File: config.mk
export PLATFORM = sky130hd
export DESIGN_NAME = fifo_drain_arbiter_flat
export DESIGN_NICKNAME = d
export VERILOG_FILES = /design/src/rtl/fifo_drain_arbiter_if.sv /design/src/rtl/fifo_drain_arbiter.sv /design/src/flat_wrapper.sv
export SDC_FILE = /design/constraint.sdc
export NUM_CORES = 1
export LEC_CHECK = 0
export ABC_CLOCK_PERIOD_IN_PS = 2200
export CORE_ASPECT_RATIO = 1.2
export CORE_UTILIZATION = 30
export DETAILED_ROUTE_END_ITERATION = 10
export PLACE_DENSITY_LB_ADDON = 0.15
export SYNTH_ARGS = -nofsm -noshare
export SYNTH_HDL_FRONTEND = slang
export SYNTH_SLANG_ARGS = --single-unit
export TNS_END_PERCENT = 50
File: constraint.sdc
create_clock -name CLK -period 2.2 [get_ports CLK]
set_input_delay 0.33 -clock CLK [delete_from_list [all_inputs] [get_ports CLK]]
set_output_delay 0.33 -clock CLK [all_outputs]
set_load 0.01 [all_outputs]
File: src/rtl/fifo_drain_arbiter_if.sv
// Bundle of FIFO read-side ports and the tagged valid/ready output stream.
// The master modport is the arbiter's view; the slave modport is the FIFO bank / sink side.
interface fifo_drain_arbiter_if #(
    parameter int N_SRC = 4,
    parameter int DW    = 32
);
    localparam int SW = (N_SRC > 1) ? $clog2(N_SRC) : 1;

    logic [N_SRC-1:0]    src_rdy;
    logic [N_SRC-1:0]    src_rd_en;
    logic [N_SRC*DW-1:0] src_dout;
    logic [DW-1:0]       out_data;
    logic [SW-1:0]       out_src;
    logic                out_valid;
    logic                out_ready;

    modport master (
        input  src_rdy,
        input  src_dout,
        input  out_ready,
        output src_rd_en,
        output out_data,
        output out_src,
        output out_valid
    );

    modport slave (
        output src_rdy,
        output src_dout,
        output out_ready,
        input  src_rd_en,
        input  out_data,
        input  out_src,
        input  out_valid
    );
endinterface

File: src/rtl/fifo_drain_arbiter.sv
// Round-robin burst drain of N_SRC FIFO read ports into one tagged valid/ready stream.
// Define FIFO_ARB_FIXED_PRIO_EN to replace round-robin with lowest-index-wins arbitration.
module fifo_drain_arbiter #(
    parameter int N_SRC = 4,
    parameter int DW    = 32,
    parameter int BURST = 4
) (
    input  logic                   CLK,
    input  logic                   reset_n,
    input  logic                   enable,
    output logic                   busy,
    fifo_drain_arbiter_if.master   bus
);
    localparam int SW = (N_SRC > 1) ? $clog2(N_SRC) : 1;
    localparam int CW = $clog2(BURST + 1);

    typedef enum logic [1:0] {IDLE, POP, CAPTURE, HOLD} state_t;

    state_t        state, state_next;
    logic [SW-1:0] grant, grant_next;
    logic [SW-1:0] pick;
    logic          pick_valid;
    logic [CW-1:0] count, count_next;
    logic [DW-1:0] data_q, data_next;
    logic [SW-1:0] src_q, src_next;
    logic          valid_q, valid_next;
`ifndef FIFO_ARB_FIXED_PRIO_EN
    logic [SW-1:0] ptr, ptr_next;
`endif

    // Scan downward so the last hit is the closest ready source to the search origin.
    always_comb begin
        pick       = '0;
        pick_valid = 1'b0;
`ifdef FIFO_ARB_FIXED_PRIO_EN
        for (int i = N_SRC - 1; i >= 0; i--) begin
            if (bus.src_rdy[SW'(i)]) begin
                pick       = SW'(i);
                pick_valid = 1'b1;
            end
        end
`else
        for (int k = N_SRC - 1; k >= 0; k--) begin
            int s;
            s = int'(ptr) + k;
            if (s >= N_SRC) s = s - N_SRC;
            if (bus.src_rdy[SW'(s)]) begin
                pick       = SW'(s);
                pick_valid = 1'b1;
            end
        end
`endif
    end

    always_comb begin
        state_next = state;
        grant_next = grant;
        count_next = count;
        data_next  = data_q;
        src_next   = src_q;
        valid_next = valid_q;
`ifndef FIFO_ARB_FIXED_PRIO_EN
        ptr_next   = ptr;
`endif
        case (state)
            IDLE: begin
                if (enable && pick_valid) begin
                    grant_next = pick;
                    count_next = '0;
                    state_next = POP;
                end
            end
            POP: begin
                state_next = CAPTURE;
            end
            CAPTURE: begin
                // FIFO dout is registered, so the word popped last cycle is visible now.
                data_next  = bus.src_dout[int'(grant)*DW +: DW];
                src_next   = grant;
                valid_next = 1'b1;
                count_next = count + CW'(1);
                state_next = HOLD;
            end
            HOLD: begin
                if (valid_q && bus.out_ready) begin
                    valid_next = 1'b0;
                    if ((count < CW'(BURST)) && bus.src_rdy[grant]) begin
                        state_next = POP;
                    end else begin
`ifndef FIFO_ARB_FIXED_PRIO_EN
                        ptr_next   = (grant == SW'(N_SRC - 1)) ? '0 : grant + SW'(1);
`endif
                        state_next = IDLE;
                    end
                end
            end
            default: state_next = IDLE;
        endcase
    end

    always_ff @(posedge CLK or negedge reset_n) begin
        if (!reset_n) begin
            state   <= IDLE;
            grant   <= '0;
            count   <= '0;
            data_q  <= '0;
            src_q   <= '0;
            valid_q <= 1'b0;
`ifndef FIFO_ARB_FIXED_PRIO_EN
            ptr     <= '0;
`endif
        end else begin
            state   <= state_next;
            grant   <= grant_next;
            count   <= count_next;
            data_q  <= data_next;
            src_q   <= src_next;
            valid_q <= valid_next;
`ifndef FIFO_ARB_FIXED_PRIO_EN
            ptr     <= ptr_next;
`endif
        end
    end

    always_comb begin
        bus.src_rd_en = '0;
        if (state == POP) bus.src_rd_en[grant] = 1'b1;
    end

    assign bus.out_data  = data_q;
    assign bus.out_src   = src_q;
    assign bus.out_valid = valid_q;
    assign busy          = (state != IDLE);

endmodule

File: src/flat_wrapper.sv
// flat-port wrapper written by rule: the top's interface ports become plain ports
module fifo_drain_arbiter_flat 
#(
    parameter int N_SRC = 4,
    parameter int DW    = 32,
    parameter int BURST = 4
)
  (CLK, reset_n, enable, busy, bus_src_rdy, bus_src_dout, bus_out_ready, bus_src_rd_en, bus_out_data, bus_out_src, bus_out_valid);
  fifo_drain_arbiter_if #(.N_SRC(N_SRC), .DW(DW)) bus_i ();
  input  logic CLK;
  input  logic reset_n;
  input  logic enable;
  output logic busy;
  input wire logic [$bits(bus_i.src_rdy)-1:0] bus_src_rdy;
  input wire logic [$bits(bus_i.src_dout)-1:0] bus_src_dout;
  input wire logic [$bits(bus_i.out_ready)-1:0] bus_out_ready;
  output wire logic [$bits(bus_i.src_rd_en)-1:0] bus_src_rd_en;
  output wire logic [$bits(bus_i.out_data)-1:0] bus_out_data;
  output wire logic [$bits(bus_i.out_src)-1:0] bus_out_src;
  output wire logic [$bits(bus_i.out_valid)-1:0] bus_out_valid;
  assign bus_i.src_rdy = bus_src_rdy;
  assign bus_i.src_dout = bus_src_dout;
  assign bus_i.out_ready = bus_out_ready;
  assign bus_src_rd_en = bus_i.src_rd_en;
  assign bus_out_data = bus_i.out_data;
  assign bus_out_src = bus_i.out_src;
  assign bus_out_valid = bus_i.out_valid;
  fifo_drain_arbiter #(.N_SRC(N_SRC), .DW(DW), .BURST(BURST)) u_core (.CLK(CLK), .reset_n(reset_n), .enable(enable), .busy(busy), .bus(bus_i));
endmodule
==> results of run 1 <==
## final timing paths
check	start	end	slack [ns]	cells after the start
setup reg to reg	u_core.state[1]$_DFFE_PN0P_	u_core.grant[0]$_DFFE_PN0P_	0.47	5
setup / recovery	u_core.state[1]$_DFFE_PN0P_	bus_src_rd_en[1]	0.13	4
hold / removal	reset_n	u_core.bus.out_data[22]$_DFFE_PN0P_	0.003	1
min in group CLK	u_core.bus.out_data[12]$_DFFE_PN0P_	u_core.bus.out_data[12]$_DFFE_PN0P_	0.51	1
hold reg to reg	u_core.bus.out_data[12]$_DFFE_PN0P_	u_core.bus.out_data[12]$_DFFE_PN0P_	0.51	1
max in group asynchronous	reset_n	u_core.bus.out_data[10]$_DFFE_PN0P_	1.68	2
## layout make-up
type | count | area (um^2) | share of cell area [%]
inverter | 7 | 26.28 | 0.5463
multi-input combinational | 126 | 1628 | 33.84
sequential | 44 | 1104 | 22.94
timing repair buffer | 182 | 1824 | 37.93
clock inverter | 1 | 5.005 | 0.1041
tap | 120 | 150.1 | 3.122
clock buffer | 6 | 72.57 | 1.509
## flip-flops by register name (all words and copies together), names as in the netlist
signal                cells
u_core.bus.out_data      32
u_core.count              3
u_core.bus.out_valid      1
u_core.state              2
u_core.bus.out_src        2
u_core.ptr                2
u_core.grant              2
## per-stage QoR
step | cell area, um^2 | hold slack (ns) | util [%] | setup slack, ns
detailed placement | 4725 | 0.3371 | 51.75 | 0.1497
finish | 4810 | 0.003078 | 52.69 | 0.1320
floorplan | 2846 | 0.03441 | - | 0.5478
global placement | 4725 | 0.3434 | 51.75 | 0.1938
global route | 4810 | 0.02948 | 52.69 | 0.02221
CTS | 4802 | 0.01210 | 52.60 | 0.09980
## critical path, stage by stage, from the launching register on
cell and delay, ns:
dfrtp_1 0.41, inv_1 0.14, ha_1 0.22, and2_1 0.14, clkdlybuf4s50_1 0.55
## cell usage in the layout (no fill, tap or decap), drive strengths merged, types with 2 or more instances in the layout
| cell type | netlist | final |
|---|---|---|
| clkbuf | 2 | 6 |
| ha | 9 | 9 |
| nor3 | 2 | 2 |
| a21oi | 8 | 8 |
| o21ai | 5 | 5 |
| nand2 | 8 | 8 |
| o41ai | 2 | 2 |
| inv | 7 | 7 |
| mux2 | 36 | 36 |
| and2 | 4 | 4 |
| buf | 10 | 8 |
| dfrtp | 44 | 44 |
| mux2i | 3 | 3 |
| mux4 | 32 | 32 |
| clkdlybuf4s50 | 0 | 174 |
| nor2 | 3 | 3 |
## metal layers
layer / vias to the layer above / GRT usage (%) / share of wire, % / routed length, um
li1: 1087 / - / - / -
met1: 1137 / 19.97 / 40 / 3239
met2: 105 / 29.27 / 51 / 4133
met3: 13 / 4.045 / 7.4 / 599
met4: 0 / 4.989 / 1.9 / 155
met5: - / 0 / 0 / 0
## power by group through the flow
| stage | logic, mW | registers [mW] | clock network (mW) |
|---|---|---|---|
| finish | 3.45 | 1.51 | 0.475 |
| global route | 3.71 | 1.56 | 0.540 |
| CTS | 3.50 | 1.51 | 0.509 |
| detailed placement | 3.49 | 1.53 | 0 |
| global placement | 3.49 | 1.50 | 0 |
| floorplan | 2.03 | 1.62 | 0 |
## cells by family (layout without fill, tap and decap cells)
kind of cell,after synthesis,in the layout,share of synthesized area [%]
compound gates,23,23,5.847
mux,71,71,43.25
flops,44,44,38.68
buf+inv,19,196,4.220
xor+xnor,1,1,0.3077
simple gates,22,22,3.737
fa+ha+maj,9,9,3.956
## what timing repair did
item	CTS	global route
buffers inserted	0	1
gates resized for setup	0	0
setup endpoints to repair	0	1
==> impl_results.html, run 1 <==
<table>
<tr><th>Metric</th><th>Value</th></tr>
<tr><th colspan="2">Worst setup path</th></tr>
<tr><td>Arrival time at the worst endpoint</td><td>1.74 ns</td></tr>
<tr><td>Maximum fanout along the worst path</td><td>4</td></tr>
<tr><td>CP Class</td><td>reg2out</td></tr>
<tr><td>Setup crit end kind</td><td>primary output</td></tr>
<tr><td>Required time of the critical path</td><td>1.87 ns</td></tr>
<tr><td>Startpoint class of the critical path</td><td>flop</td></tr>
<tr><th colspan="2">Synthesis</th></tr>
<tr><td>Register area share after synthesis</td><td>38.68%</td></tr>
<tr><td>Nets in the synthesized netlist</td><td>334</td></tr>
<tr><td>Synth Instances</td><td>189</td></tr>
<tr><td>Area share of the leading cell type in the synthesized netlist</td><td>38.68%</td></tr>
<tr><td>Most instantiated library cell after synthesis</td><td>dfrtp_1</td></tr>
<tr><td>Ranking of synthesized cells by instance count</td><td>44 x dfrtp_1, 32 x mux4_2, 20 x mux2_4</td></tr>
<tr><td>Ys Warns</td><td>0</td></tr>
<tr><td>Netlist area before placement</td><td>2846 um^2</td></tr>
<tr><td>Biggest area contributors in the synthesized netlist</td><td>dfrtp_1 39%, mux4_2 25%, mux2_4 11%</td></tr>
<tr><td>Average instance area after synthesis</td><td>15.06 um^2</td></tr>
<tr><td>Largest area contributor in the netlist</td><td>dfrtp_1</td></tr>
<tr><td>Fraction of registers with async set/reset</td><td>100.0%</td></tr>
<tr><td>Count of flip-flops with a built-in enable after synthesis</td><td>0</td></tr>
<tr><td>Most used flip-flop cell after synthesis</td><td>dfrtp_1</td></tr>
<tr><td>Number of distinct library cells after synthesis</td><td>36</td></tr>
<tr><td>Number of synthesized register bits</td><td>44</td></tr>
<tr><th colspan="2">Route</th></tr>
<tr><td>Post-route ant nets</td><td>0</td></tr>
<tr><td>Final routed wirelength across all metal layers</td><td>8.127 mm</td></tr>
<tr><td>WL per Instance</td><td>16.72 um</td></tr>
<tr><td>Number of optimization iterations in the first detailed-route pass</td><td>4</td></tr>
<tr><td>Vias after detailed routing</td><td>2,342</td></tr>
<tr><td>DRC violation count after routing</td><td>0</td></tr>
<tr><td>Number of vias per cell after detailed routing</td><td>4.819</td></tr>
<tr><td>First DRT Iteration DRCs</td><td>53</td></tr>
<tr><th colspan="2">Clock network</th></tr>
<tr><td>Hold buffer count at CTS</td><td>0</td></tr>
<tr><td>CTS sink count</td><td>44</td></tr>
<tr><td>Clock tree from TritonCTS</td><td>yes</td></tr>
<tr><td>Root buffer selected by CTS</td><td>clkbuf_8</td></tr>
<tr><td>TritonCTS buffer count</td><td>5</td></tr>
<tr><td>H-tree lvl count</td><td>2</td></tr>
<tr><td>Number of buffers on the longest clock path</td><td>2</td></tr>
<tr><td>Clk pin slew, worst setup/hold paths</td><td>0.08 ns</td></tr>
<tr><td>Skew-Pair Late Insertion Delay</td><td>0.29 ns</td></tr>
<tr><th colspan="2">Placed design</th></tr>
<tr><td>Number of placed instances, taps included</td><td>478</td></tr>
<tr><td>Sum of net half-perimeters after detailed placement</td><td>6.330 mm</td></tr>
<tr><td>Count of port buffers added during placement</td><td>175</td></tr>
<tr><td>Final weighted congestion in routability-driven placement</td><td>0.8056</td></tr>
<tr><th colspan="2">GRT</th></tr>
<tr><td>Largest net degree at the start of global routing</td><td>32</td></tr>
<tr><td>Vias in the first global route</td><td>2,355</td></tr>
<tr><td>Grt total ovfl</td><td>0</td></tr>
<tr><td>Antenna violations before repair</td><td>0</td></tr>
<tr><td>First-pass GRT wire length</td><td>12.55 mm</td></tr>
<tr><td>Total Routing Usage GR</td><td>16.54%</td></tr>
<tr><th colspan="2">Die</th></tr>
<tr><td>Die boundary height</td><td>108.7 um</td></tr>
<tr><td>Rows</td><td>38</td></tr>
<tr><td>I/O pin count</td><td>176</td></tr>
<tr><td>Core area</td><td>9129 um^2</td></tr>
<tr><td>Die W</td><td>90.92 um</td></tr>
<tr><td>Die Footprint</td><td>9883 um^2</td></tr>
<tr><td>Initial Util</td><td>31.18%</td></tr>
<tr><th colspan="2">Pwr</th></tr>
<tr><td>Switching share of total power</td><td>33.82%</td></tr>
<tr><td>Sw power</td><td>1.838 mW</td></tr>
<tr><td>Internal power component</td><td>3.596 mW</td></tr>
<tr><td>Portion of total power attributed to the clock network</td><td>8.7%</td></tr>
<tr><td>Leakage</td><td>1.897 nW</td></tr>
<tr><td>Overall power of the completed layout</td><td>5.433 mW</td></tr>
<tr><td>Relative contribution of sequential cells to total power</td><td>27.7%</td></tr>
<tr><td>Relative contribution of combinational cells to total power</td><td>63.5%</td></tr>
<tr><td>Maximum ir drop on the vdd rail</td><td>0.0006020 V</td></tr>
<tr><td>Ratio of total power to cell area</td><td>1130 nW/um^2</td></tr>
<tr><th colspan="2">Timing</th></tr>
<tr><td>Slew headroom</td><td>65.96%</td></tr>
<tr><td>Max Freq</td><td>0.4836 GHz</td></tr>
<tr><td>Final clock skew</td><td>0.008523 ns</td></tr>
<tr><td>RSZ-0062 raised after global routing</td><td>false</td></tr>
<tr><td>Max Transition Viols Final</td><td>0</td></tr>
<tr><td>Final Setup Violations</td><td>0</td></tr>
<tr><td>Transition at the pin with the smallest max-transition slack</td><td>0.5106 ns</td></tr>
<tr><td>Final Cycle Share</td><td>94.00%</td></tr>
<tr><td>Crit path time final</td><td>2.068 ns</td></tr>
<tr><td>Count of final hold-check violations</td><td>0</td></tr>
<tr><td>Setup total negative slack</td><td>0 ns</td></tr>
<tr><th colspan="2">Final layout</th></tr>
<tr><td>Area growth syn-to-layout</td><td>68.97%</td></tr>
<tr><td>Final net count</td><td>511</td></tr>
<tr><td>Number of inserted diodes</td><td>0</td></tr>
<tr><td>Layout cell share with drive strength beyond 1</td><td>23.77%</td></tr>
<tr><td>Non-filler cells in the finished layout</td><td>486</td></tr>
<tr><td>Fill count</td><td>818</td></tr>
<tr><th colspan="2">Flow run</th></tr>
<tr><td>Max-Cap Viols</td><td>0</td></tr>
<tr><th colspan="2">Status</th></tr>
<tr><td>Run status</td><td>complete, no violations</td></tr>
<tr><th colspan="2">Hold path</th></tr>
<tr><td>Classification of the worst-slack hold path</td><td>in2async</td></tr>
</table>
Note: power is estimated with default switching activity, not from simulation.
==> inputs of run 2 (changes only) <==
CORE_ASPECT_RATIO = default   (was 1.2)
==> run 2 against run 1 <==
Largest cell class unchanged. Final cell count shrank 1.2%. Clock power grew 15%. Cell area grew 0.62%. Clock skew shrank 0.0039 ns. Utilization shrank 0.060 points. Maximum frequency grew 0.77%. Sequential share of layout area shrank 0.14 points. First-iteration DRC count shrank 1.9%.
==> impl_results.html, run 2 (synthesis results as in run 1) <==
<table>
<tr><th>Metric</th><th>Value</th></tr>
<tr><th colspan="2">Die</th></tr>
<tr><td>Die Footprint</td><td>9881 um^2 (about the same)</td></tr>
<tr><td>Initial Util</td><td>30.95% (-0.23 points)</td></tr>
<tr><td>Core area</td><td>9196 um^2 (+0.74%)</td></tr>
<tr><td>I/O pin count</td><td>176 (unchanged)</td></tr>
<tr><td>Die W</td><td>99.41 um (+9.3%)</td></tr>
<tr><td>Die boundary height</td><td>99.41 um (-8.6%)</td></tr>
<tr><td>Rows</td><td>35 (-7.9%)</td></tr>
<tr><th colspan="2">Final layout</th></tr>
<tr><td>Commonest non-fill, non-tap cell in the layout</td><td>clkdlybuf4s50_1</td></tr>
<tr><td>Area growth syn-to-layout</td><td>70.02%</td></tr>
<tr><td>Fill count</td><td>798 (-2.4%)</td></tr>
<tr><td>Flip-flop count of the largest register after layout</td><td>32 (unchanged)</td></tr>
<tr><td>Layout cell share with drive strength beyond 1</td><td>24.66% (+0.89 points)</td></tr>
<tr><td>Area occupied by registers</td><td>1104 um^2 (unchanged)</td></tr>
<tr><td>Number of inserted diodes</td><td>0 (unchanged)</td></tr>
<tr><td>Area of the multi-input gates</td><td>1628 um^2 (unchanged)</td></tr>
<tr><td>Leading cell types in the layout, fill and taps excluded</td><td>174 x clkdlybuf4s50_1, 42 x dfrtp_1, 32 x mux4_2</td></tr>
<tr><td>Final net count</td><td>514 (+0.59%)</td></tr>
<tr><th colspan="2">Clock network</th></tr>
<tr><td>TritonCTS buffer count</td><td>5 (unchanged)</td></tr>
<tr><td>Skew-Pair Late Insertion Delay</td><td>0.29 ns (about the same)</td></tr>
<tr><td>Post-cts repair resize count</td><td>0 (unchanged)</td></tr>
<tr><td>Clock tree from TritonCTS</td><td>yes</td></tr>
<tr><td>H-tree lvl count</td><td>2 (unchanged)</td></tr>
<tr><td>CTS sink count</td><td>44 (unchanged)</td></tr>
<tr><td>Root buffer selected by CTS</td><td>clkbuf_8</td></tr>
<tr><td>Clk pin slew, worst setup/hold paths</td><td>0.08 ns (about the same)</td></tr>
<tr><td>Hold buffer count at CTS</td><td>0 (unchanged)</td></tr>
<tr><td>Number of setup buffers added after CTS</td><td>0 (unchanged)</td></tr>
<tr><td>Number of buffers on the longest clock path</td><td>2 (unchanged)</td></tr>
<tr><th colspan="2">Timing</th></tr>
<tr><td>Crit path time final</td><td>2.052 ns (-0.01574 ns)</td></tr>
<tr><td>Final Setup Violations</td><td>0 (unchanged)</td></tr>
<tr><td>Max Transition Viols Final</td><td>0 (unchanged)</td></tr>
<tr><td>Setup total negative slack</td><td>0 ns (unchanged)</td></tr>
<tr><td>Final clock skew</td><td>0.004661 ns (-0.003862 ns)</td></tr>
<tr><td>Slew headroom</td><td>64.17% (-1.8 points)</td></tr>
<tr><td>Final Cycle Share</td><td>93.28% (-0.72 points)</td></tr>
<tr><td>Worst hold slack after final layout</td><td>0.01614 ns (+0.01307 ns)</td></tr>
<tr><td>Transition at the pin with the smallest max-transition slack</td><td>0.5375 ns (+0.02686 ns)</td></tr>
<tr><td>Max Freq</td><td>0.4873 GHz (+0.77%)</td></tr>
<tr><td>RSZ-0062 raised after global routing</td><td>false</td></tr>
<tr><td>Count of final hold-check violations</td><td>0 (unchanged)</td></tr>
<tr><th colspan="2">GRT</th></tr>
<tr><td>Total Routing Usage GR</td><td>15.88% (-0.66 points)</td></tr>
<tr><td>Antenna violations before repair</td><td>0 (unchanged)</td></tr>
<tr><td>First-pass GRT wire length</td><td>12.19 mm (-2.9%)</td></tr>
<tr><td>Grt total ovfl</td><td>0 (unchanged)</td></tr>
<tr><td>Largest net degree at the start of global routing</td><td>31 (-3.1%)</td></tr>
<tr><td>Vias in the first global route</td><td>2,421 (+2.8%)</td></tr>
<tr><th colspan="2">Placed design</th></tr>
<tr><td>Count of port buffers added during placement</td><td>175 (unchanged)</td></tr>
<tr><td>Final weighted congestion in routability-driven placement</td><td>0.7775 (-3.5%)</td></tr>
<tr><td>Sum of net half-perimeters after detailed placement</td><td>6.197 mm (-2.1%)</td></tr>
<tr><th colspan="2">Route</th></tr>
<tr><td>Number of vias per cell after detailed routing</td><td>4.894 (+1.6%)</td></tr>
<tr><td>First DRT Iteration DRCs</td><td>52 (-1.9%)</td></tr>
<tr><td>Vias after detailed routing</td><td>2,349 (+0.30%)</td></tr>
<tr><td>WL per Instance</td><td>16.10 um (-3.7%)</td></tr>
<tr><td>DRC violation count after routing</td><td>0 (unchanged)</td></tr>
<tr><td>Number of optimization iterations in the first detailed-route pass</td><td>4 (unchanged)</td></tr>
<tr><td>Post-route ant nets</td><td>0 (unchanged)</td></tr>
<tr><td>Final routed wirelength across all metal layers</td><td>7.728 mm (-4.9%)</td></tr>
<tr><th colspan="2">Worst setup path</th></tr>
<tr><td>Depth of the worst register-to-register path</td><td>5 (unchanged)</td></tr>
<tr><td>Reg2Reg Launch Point</td><td>u_core.state[1]$_DFFE_PN0P_</td></tr>
<tr><td>Arrival time at the worst endpoint</td><td>1.72 ns (-0.02 ns)</td></tr>
<tr><td>Setup crit end kind</td><td>primary output</td></tr>
<tr><td>Maximum fanout along the worst path</td><td>5 (+1)</td></tr>
<tr><td>Cell-by-cell listing of the critical path</td><td>inv_1 -&gt; ha_1 -&gt; inv_1 -&gt; clkdlybuf4s50_1</td></tr>
<tr><td>Library cell appearing most often on the critical path</td><td>inv_1</td></tr>
<tr><td>Slowest library cell on the worst path</td><td>clkdlybuf4s50_1</td></tr>
<tr><td>Startpoint class of the critical path</td><td>flop</td></tr>
<tr><td>CP Class</td><td>reg2out</td></tr>
<tr><td>Worst Setup SP</td><td>u_core.state[1]$_DFFE_PN0P_</td></tr>
<tr><td>Number of buffer and inverter instances along the worst setup path</td><td>3 (+1)</td></tr>
<tr><td>Cell family contributing the most delay on the critical path</td><td>buffers and inverters</td></tr>
<tr><td>Worst path max stage delay</td><td>0.56 ns (about the same)</td></tr>
<tr><td>Stages on worst setup path</td><td>4 (unchanged)</td></tr>
<tr><td>Required time of the critical path</td><td>1.87 ns (about the same)</td></tr>
<tr><th colspan="2">Flow run</th></tr>
<tr><td>Max-Cap Viols</td><td>0 (unchanged)</td></tr>
<tr><th colspan="2">Pwr</th></tr>
<tr><td>Leakage</td><td>1.922 nW (+1.3%)</td></tr>
<tr><td>Ratio of total power to cell area</td><td>1135 nW/um^2 (+0.46%)</td></tr>
<tr><td>Maximum ir drop on the vdd rail</td><td>0.0006108 V (+1.5%)</td></tr>
<tr><th colspan="2">Hold path</th></tr>
<tr><td>Classification of the worst-slack hold path</td><td>in2async</td></tr>
<tr><th colspan="2">Status</th></tr>
<tr><td>Run status</td><td>complete, no violations</td></tr>
</table>
-- run 2: cell count changes in the layout (fill, tap and decap cells not counted), sizes merged --
cell / before / now
buf: 8 / 11
clkbuf: 6 / 7
clkinv: 1 / 0
-- run 2: final cells by class --
cell class	count	area share, %
clock buffer	7	1.991
tap	111	2.870
sequential	44	22.80
multi-input combinational	126	33.63
timing repair buffer	185	38.16
inverter	7	0.5429
-- run 2: final timing paths --
kind | slack, ns | end
max | 0.15 | busy
min reg2reg | 0.51 | u_core.count[1]$_DFFE_PN0P_
max in group asynchronous | 1.66 | u_core.bus.out_data[23]$_DFFE_PN0P_
min in group CLK | 0.51 | u_core.count[1]$_DFFE_PN0P_
max reg2reg | 0.46 | u_core.grant[0]$_DFFE_PN0P_
min | 0.02 | u_core.bus.out_data[24]$_DFFE_PN0P_
-- run 2: stage by stage --
| step | instance area (um^2) | util (%) | instances | power, mW | worst slack, ns |
|---|---|---|---|---|---|
| floorplan | 2846 | - | 189 | 3.652 | 0.5478 |
| global placement | 4728 | 51.42 | 471 | 4.960 | 0.1800 |
| detailed placement | 4728 | 51.42 | 471 | 4.995 | 0.1675 |
| CTS | 4825 | 52.46 | 478 | 5.584 | 0.08389 |
| global route | 4840 | 52.63 | 480 | 5.921 | 0.01509 |
| finish | 4840 | 52.63 | 480 | 5.492 | 0.1478 |
-- run 2: per-layer routing --
| metal | track usage [%] | wire (um) |
|---|---|---|
| met1 | 19.74 | 3202 |
| met2 | 28.26 | 3859 |
| met3 | 4.357 | 666 |
| met4 | 2.036 | 0 |
| met5 | 0 | 0 |
-- run 2: power by group --
part | total, mW | internal (mW) | switching, mW | leakage [nW]
combinational | 3.47 | 2.17 | 1.29 | 1.35
sequential | 1.48 | 1.23 | 0.250 | 0.520
clock | 0.546 | 0.280 | 0.266 | 0.0503
==> inputs of run 3 (changes only) <==
CTS_CLUSTER_DIAMETER = 80   (was default)
==> results of run 3 <==
No change in the layout: final DEF, timing and power equal those of run 2.
